[config.mk]
export PLATFORM = sky130hd
export DESIGN_NAME = regfile_wb_arbiter_flat
export DESIGN_NICKNAME = d
export VERILOG_FILES = /design/src/rtl/cpu_pkg.sv /design/src/rtl/regfile_wb_arbiter_if.sv /design/src/rtl/regfile_wb_arbiter_rr_arb2.sv /design/src/rtl/regfile_wb_arbiter.sv /design/src/flat_wrapper.sv
export SDC_FILE = /design/constraint.sdc
export NUM_CORES = 1
export LEC_CHECK = 0
export CAP_MARGIN = 20
export CORE_ASPECT_RATIO = 1.4
export CORE_UTILIZATION = 37
export DETAILED_ROUTE_END_ITERATION = 8
export PLACE_DENSITY_LB_ADDON = 0.25
export SLEW_MARGIN = 5
export SYNTH_ARGS = -nofsm -noshare
export SYNTH_HDL_FRONTEND = slang
export SYNTH_SLANG_ARGS = --single-unit
[constraint.sdc]
create_clock -name clk -period 1.9 [get_ports clk]
set_clock_uncertainty 0.15 [all_clocks]
set_input_delay 0.19 -clock clk [delete_from_list [all_inputs] [get_ports clk]]
set_output_delay 0.19 -clock clk [all_outputs]
set_load 0.005 [all_outputs]
[src/rtl/cpu_pkg.sv]
// Shared CPU definitions for register-file writeback: widths, zero register,
// writeback request payload and requester port indices.
package cpu_pkg;

    localparam int unsigned REG_AW = 5;
    localparam int unsigned REG_DW = 32;

    localparam logic [REG_AW-1:0] REG_ZERO = 5'd0;

    localparam int unsigned WB_PORT_ALU = 0;
    localparam int unsigned WB_PORT_MEM = 1;

    typedef struct packed {
        logic              valid;
        logic [REG_AW-1:0] addr;
        logic [REG_DW-1:0] data;
    } wb_req_t;

endpackage

[src/rtl/regfile_wb_arbiter_if.sv]
// Bundle between the two writeback requesters (ALU, memory) and the
// register-file writeback arbiter, including the register-file write side.
interface regfile_wb_arbiter_if
    import cpu_pkg::*;
#(
    parameter int unsigned AW = REG_AW,
    parameter int unsigned DW = REG_DW
) ();

    logic          req0_valid;
    logic          req0_ready;
    logic [AW-1:0] req0_addr;
    logic [DW-1:0] req0_data;

    logic          req1_valid;
    logic          req1_ready;
    logic [AW-1:0] req1_addr;
    logic [DW-1:0] req1_data;

    logic [AW-1:0] rf_waddr;
    logic [DW-1:0] rf_wdata;
    logic          rf_wren;
    logic          wb_busy;

    modport master (
        output req0_valid, req0_addr, req0_data,
        output req1_valid, req1_addr, req1_data,
        input  req0_ready, req1_ready,
        input  rf_waddr, rf_wdata, rf_wren, wb_busy
    );

    modport slave (
        input  req0_valid, req0_addr, req0_data,
        input  req1_valid, req1_addr, req1_data,
        output req0_ready, req1_ready,
        output rf_waddr, rf_wdata, rf_wren, wb_busy
    );

endinterface

[src/rtl/regfile_wb_arbiter_rr_arb2.sv]
// Two-input round-robin arbiter. Grant is combinational and one-hot; the
// last winner is remembered only when the caller reports an accepted grant.
module rr_arb2
    import cpu_pkg::*;
(
    input  logic       clk,
    input  logic       rst_n,
    input  logic [1:0] req,
    input  logic       advance,
    output logic [1:0] gnt
);

    logic r_last_grant;

    // Conflicts go to the port that did not win last; nothing is granted in reset.
    always_comb begin
        gnt = 2'b00;
        if (rst_n) begin
            case (req)
                2'b01:   gnt = 2'b01;
                2'b10:   gnt = 2'b10;
                2'b11:   gnt = r_last_grant ? 2'b01 : 2'b10;
                default: gnt = 2'b00;
            endcase
        end
    end

    always_ff @(posedge clk) begin
        if (!rst_n) begin
            r_last_grant <= 1'b1;
        end else if (advance) begin
            r_last_grant <= gnt[WB_PORT_MEM];
        end
    end

endmodule

[src/rtl/regfile_wb_arbiter.sv]
// Round-robin writeback arbiter feeding a one-entry stage that drives the
// register-file write port. Define REGFILE_WB_BYPASS_EN to add read forwarding.
module regfile_wb_arbiter
    import cpu_pkg::*;
#(
    parameter int unsigned AW = REG_AW,
    parameter int unsigned DW = REG_DW
) (
    input  logic          clk,
    input  logic          rst_n,
    regfile_wb_arbiter_if.slave bus
`ifdef REGFILE_WB_BYPASS_EN
    ,
    input  logic [AW-1:0] rd_addr0,
    input  logic [AW-1:0] rd_addr1,
    input  logic [DW-1:0] rf_rdata0,
    input  logic [DW-1:0] rf_rdata1,
    output logic [DW-1:0] fwd_rdata0,
    output logic [DW-1:0] fwd_rdata1
`endif
);

    logic [1:0]    w_req;
    logic [1:0]    w_gnt;
    logic          w_advance;
    logic [AW-1:0] w_win_addr;
    logic [DW-1:0] w_win_data;

    logic          r_wren;
    logic [AW-1:0] r_waddr;
    logic [DW-1:0] r_wdata;

    assign w_req     = {bus.req1_valid, bus.req0_valid};
    assign w_advance = |w_gnt;

    rr_arb2 u_arb (
        .clk     (clk),
        .rst_n   (rst_n),
        .req     (w_req),
        .advance (w_advance),
        .gnt     (w_gnt)
    );

    assign bus.req0_ready = w_gnt[WB_PORT_ALU];
    assign bus.req1_ready = w_gnt[WB_PORT_MEM];

    assign w_win_addr = w_gnt[WB_PORT_MEM] ? bus.req1_addr : bus.req0_addr;
    assign w_win_data = w_gnt[WB_PORT_MEM] ? bus.req1_data : bus.req0_data;

    // Writes to the zero register are accepted but never reach the file.
    always_ff @(posedge clk) begin
        if (!rst_n) begin
            r_wren  <= 1'b0;
            r_waddr <= '0;
            r_wdata <= '0;
        end else if (w_advance) begin
            r_wren  <= (w_win_addr != AW'(REG_ZERO));
            r_waddr <= w_win_addr;
            r_wdata <= w_win_data;
        end else begin
            r_wren  <= 1'b0;
        end
    end

    assign bus.rf_wren  = r_wren;
    assign bus.rf_waddr = r_waddr;
    assign bus.rf_wdata = r_wdata;
    assign bus.wb_busy  = r_wren;

`ifdef REGFILE_WB_BYPASS_EN
    // Forward the in-flight write so readers need not stall on wb_busy.
    always_comb begin
        fwd_rdata0 = rf_rdata0;
        fwd_rdata1 = rf_rdata1;
        if (r_wren && (r_waddr == rd_addr0) && (rd_addr0 != AW'(REG_ZERO))) begin
            fwd_rdata0 = r_wdata;
        end
        if (r_wren && (r_waddr == rd_addr1) && (rd_addr1 != AW'(REG_ZERO))) begin
            fwd_rdata1 = r_wdata;
        end
    end
`endif

endmodule

[src/flat_wrapper.sv]
// flat-port wrapper written by rule: the top's interface ports become plain ports
module regfile_wb_arbiter_flat import cpu_pkg::*;
#(
    parameter int unsigned AW = REG_AW,
    parameter int unsigned DW = REG_DW
)
  (clk, rst_n, bus_req0_valid, bus_req0_addr, bus_req0_data, bus_req1_valid, bus_req1_addr, bus_req1_data, bus_req0_ready, bus_req1_ready, bus_rf_waddr, bus_rf_wdata, bus_rf_wren, bus_wb_busy);
  regfile_wb_arbiter_if #(.AW(AW), .DW(DW)) bus_i ();
  input  logic clk;
  input  logic rst_n;
  input wire logic [$bits(bus_i.req0_valid)-1:0] bus_req0_valid;
  input wire logic [$bits(bus_i.req0_addr)-1:0] bus_req0_addr;
  input wire logic [$bits(bus_i.req0_data)-1:0] bus_req0_data;
  input wire logic [$bits(bus_i.req1_valid)-1:0] bus_req1_valid;
  input wire logic [$bits(bus_i.req1_addr)-1:0] bus_req1_addr;
  input wire logic [$bits(bus_i.req1_data)-1:0] bus_req1_data;
  output wire logic [$bits(bus_i.req0_ready)-1:0] bus_req0_ready;
  output wire logic [$bits(bus_i.req1_ready)-1:0] bus_req1_ready;
  output wire logic [$bits(bus_i.rf_waddr)-1:0] bus_rf_waddr;
  output wire logic [$bits(bus_i.rf_wdata)-1:0] bus_rf_wdata;
  output wire logic [$bits(bus_i.rf_wren)-1:0] bus_rf_wren;
  output wire logic [$bits(bus_i.wb_busy)-1:0] bus_wb_busy;
  assign bus_i.req0_valid = bus_req0_valid;
  assign bus_i.req0_addr = bus_req0_addr;
  assign bus_i.req0_data = bus_req0_data;
  assign bus_i.req1_valid = bus_req1_valid;
  assign bus_i.req1_addr = bus_req1_addr;
  assign bus_i.req1_data = bus_req1_data;
  assign bus_req0_ready = bus_i.req0_ready;
  assign bus_req1_ready = bus_i.req1_ready;
  assign bus_rf_waddr = bus_i.rf_waddr;
  assign bus_rf_wdata = bus_i.rf_wdata;
  assign bus_rf_wren = bus_i.rf_wren;
  assign bus_wb_busy = bus_i.wb_busy;
  regfile_wb_arbiter #(.AW(AW), .DW(DW)) u_core (.clk(clk), .rst_n(rst_n), .bus(bus_i));
endmodule
==> flow_summary.toml <==
[pwr]
finalPower_mw = 2.04
p_per_area_nw_per_um2 = 633
power.leakage_nw = 1.26
vdd_ir_drop_max_v = 0.000441

[grt]
grt_pass1_wl_um = 9670
overflow = 0
grt_max_degree = 39
grt_use_total_pct = 22.7
grt_pass1_vias = 2124
grt_antenna_before_repair = 0

[min_path]
min_path_type = "primary input to flip-flop"
min_delay_worst_endpoint = "u_core.bus.rf_wren"
hold_depth = 4
worstHoldStart = "rst_n"

[place]
io_buffers = 118
globalplace.congestion = 0.751
dp_cells = 398
hpwlAfterDp_um = 4120

[floorplanning]
ios = 119
fp.dieW_um = 62.4
initial_core_util_pct = 38.7
rows = 30
die_y_um = 86.5
die-area_um2 = 5390
core-area_um2 = 4880

[clock_tree]
clock_latency_ns = 0.28
htreeDepth = 2
path_clk_slew_ns = 0.07
cts_buffer_depth = 2
root_buffer = "clkbuf_8"
cts_buffers = 5
cts_tree = "built"
clkSinkCount = 39

[setup_path]
timing.critical_path.mode_cell = "clkdlybuf4s50_1"
start_kind = "primary input"
cp.required_ns = 1.56
r2r-end = "u_core.bus.rf_wdata[30]"
worst-setup-path-type = "primary input to output pin"
r2r_setup_slack_ns = 0.51
rr_worst_depth = 4
slowest_stage = "clkdlybuf4s50_1"
worst_ep_arrival_time_ns = 1.44
endpoint_kind = "output pin"
slowest_delay_ns = 0.54
crit_chain = "clkdlybuf4s50_1, nand2_1, nand3_1, inv_2, clkdlybuf4s50_1"
r2r_start = "u_core.u_arb.r_last_grant"
crit_family = "buffers and inverters"
critPathBufInv = 3
cp_max_fo = 3

[sta]
holdWs_ns = 0.289
relSlewSlack_pct = 72.2
clock.fmax_mhz = 562
min_period_ns = 1.78
hold_violations = 0
rsz0062_at_grt = "false"
final-max-slew-violation-count = 0
setup_tns_ns = 0
worst_slew_pin_slew_ns = 0.416
setup_violations = 0
period_share_pct = 93.6

[synthesis]
ys_ff_latch = 39
synth.distinct_cells = 17
ys_warn_count = 0
netlist_area_um2 = 1890
syn_area_per_cell_um2 = 8.28
syn_nets = 306
synth.yosys.seq_area_share_pct = 41.4
syn_inst = 228

[drt]
viasPerCell = 5.22
num_vias = 2119
post-route-drc-count = 0
first_pass_iters = 4
drtAntennaViolNets = 0
wirelength_um = 5890
wl_per_cell_um = 14.5
drt_iter0_drc = 115

[status]
outcome = "finished clean"

[run]
maxCapViolCount = 0

[cells_and_area]
drive_gt1_share_pct = 7.02
nets = 419
fin_cells = 406
layout_commonest_cell = "clkdlybuf4s50_1"
antenna_cells = 0
most-common-layout-cells = "clkdlybuf4s50_1, inv_1, dfxtp_1"
syn2layout_area_growth_pct = 70.8
[synthesized netlist by cell type]
cell type / n / share of area, %
nor3b_4: 1 / 0.99
inv_1: 39 / 7.8
or4_1: 2 / 0.80
nor2_1: 2 / 0.40
buf_6: 3 / 1.8
a21o_1: 1 / 0.40
inv_2: 2 / 0.40
buf_2: 6 / 1.6
dfxtp_1: 39 / 41
o2111ai_1: 37 / 17
clkbuf_1: 15 / 3.0
o21ai_1: 1 / 0.26
o22ai_1: 1 / 0.33
nand3_1: 1 / 0.26
nand2_1: 38 / 7.6
buf_4: 2 / 0.80
o211ai_1: 38 / 15
[worst min-delay path: stages]
cell,delay (ns)
dlymetal6s2s_1,0.18
o211ai_1,0.15
buf_4,0.12
o22ai_1,0.05
[per-layer routing]
layer	track usage (%)	wire length [um]
met5	0	0
met4	10.1	170
met3	5.13	327
met2	41.9	3120
met1	24.8	2280
[registers in the layout (all words and copies together) (netlist names)]
register and cells:
u_core.bus.rf_waddr 5, u_core.bus.rf_wdata 32, u_core.bus.rf_wren 1, u_core.u_arb.r_last_grant 1
[where the power goes]
part           internal [mW]  switching (mW)  total, mW
logic                  0.322           0.188      0.510
registers              0.886          0.0344      0.921
clock network          0.331           0.278      0.609
total                   1.54           0.501       2.04
[worst max-delay path by stage]
| stage | from | endpoint | slack (ns) | cells after the start |
|---|---|---|---|---|
| 5_1_grt | bus_req0_valid | bus_req1_ready | 0.06 | 5 |
| 6_report | bus_req0_valid | bus_req1_ready | 0.12 | 5 |
| 4_1_cts | rst_n | bus_req1_ready | 0.04 | 4 |
| 3_5_place_dp | rst_n | bus_req1_ready | 0.05 | 4 |
| 2_1_floorplan | u_core.u_arb.r_last_grant | bus_req1_ready | 0.54 | 6 |
| 3_3_place_gp | rst_n | bus_req1_ready | 0.05 | 4 |
[per-stage QoR]
| step | util [%] | instance area, um2 | setup WS, ns |
|---|---|---|---|
| 6_report | 66.1 | 3220 | 0.121 |
| 5_1_grt | 66.1 | 3220 | 0.0627 |
| 4_1_cts | 65.9 | 3220 | 0.0381 |
| 3_5_place_dp | 63.9 | 3120 | 0.0480 |
| 3_3_place_gp | 63.9 | 3120 | 0.0528 |
| 2_1_floorplan | - | 1890 | 0.545 |
[area by class of cell]
type / instances / area (um2)
Sequential cell: 39 / 781
Inverter: 41 / 154
Clock buffer: 8 / 100
Tap cell: 64 / 80.1
Timing Repair Buffer: 132 / 1290
Fill cell: 460 / 1660
Multi-Input combinational cell: 122 / 817
[what timing repair did]
action | 4_1_cts | 5_1_grt
endpoints found under the setup margin | 0 | 2
resized for setup | 0 | 2
setup buffers | 0 | 0
hold buffers | 0 | 0
[cell families (layout without fill, tap and decap cells)]
group	after synthesis	after routing	share of synthesized area, %
buffers and inverters	67	181	15.3
AND/OR/NAND/NOR	44	44	10.0
flip-flops	39	39	41.4
AO/OA/AOI/OAI	78	78	33.3
Note: power is estimated with default switching activity, not from simulation.
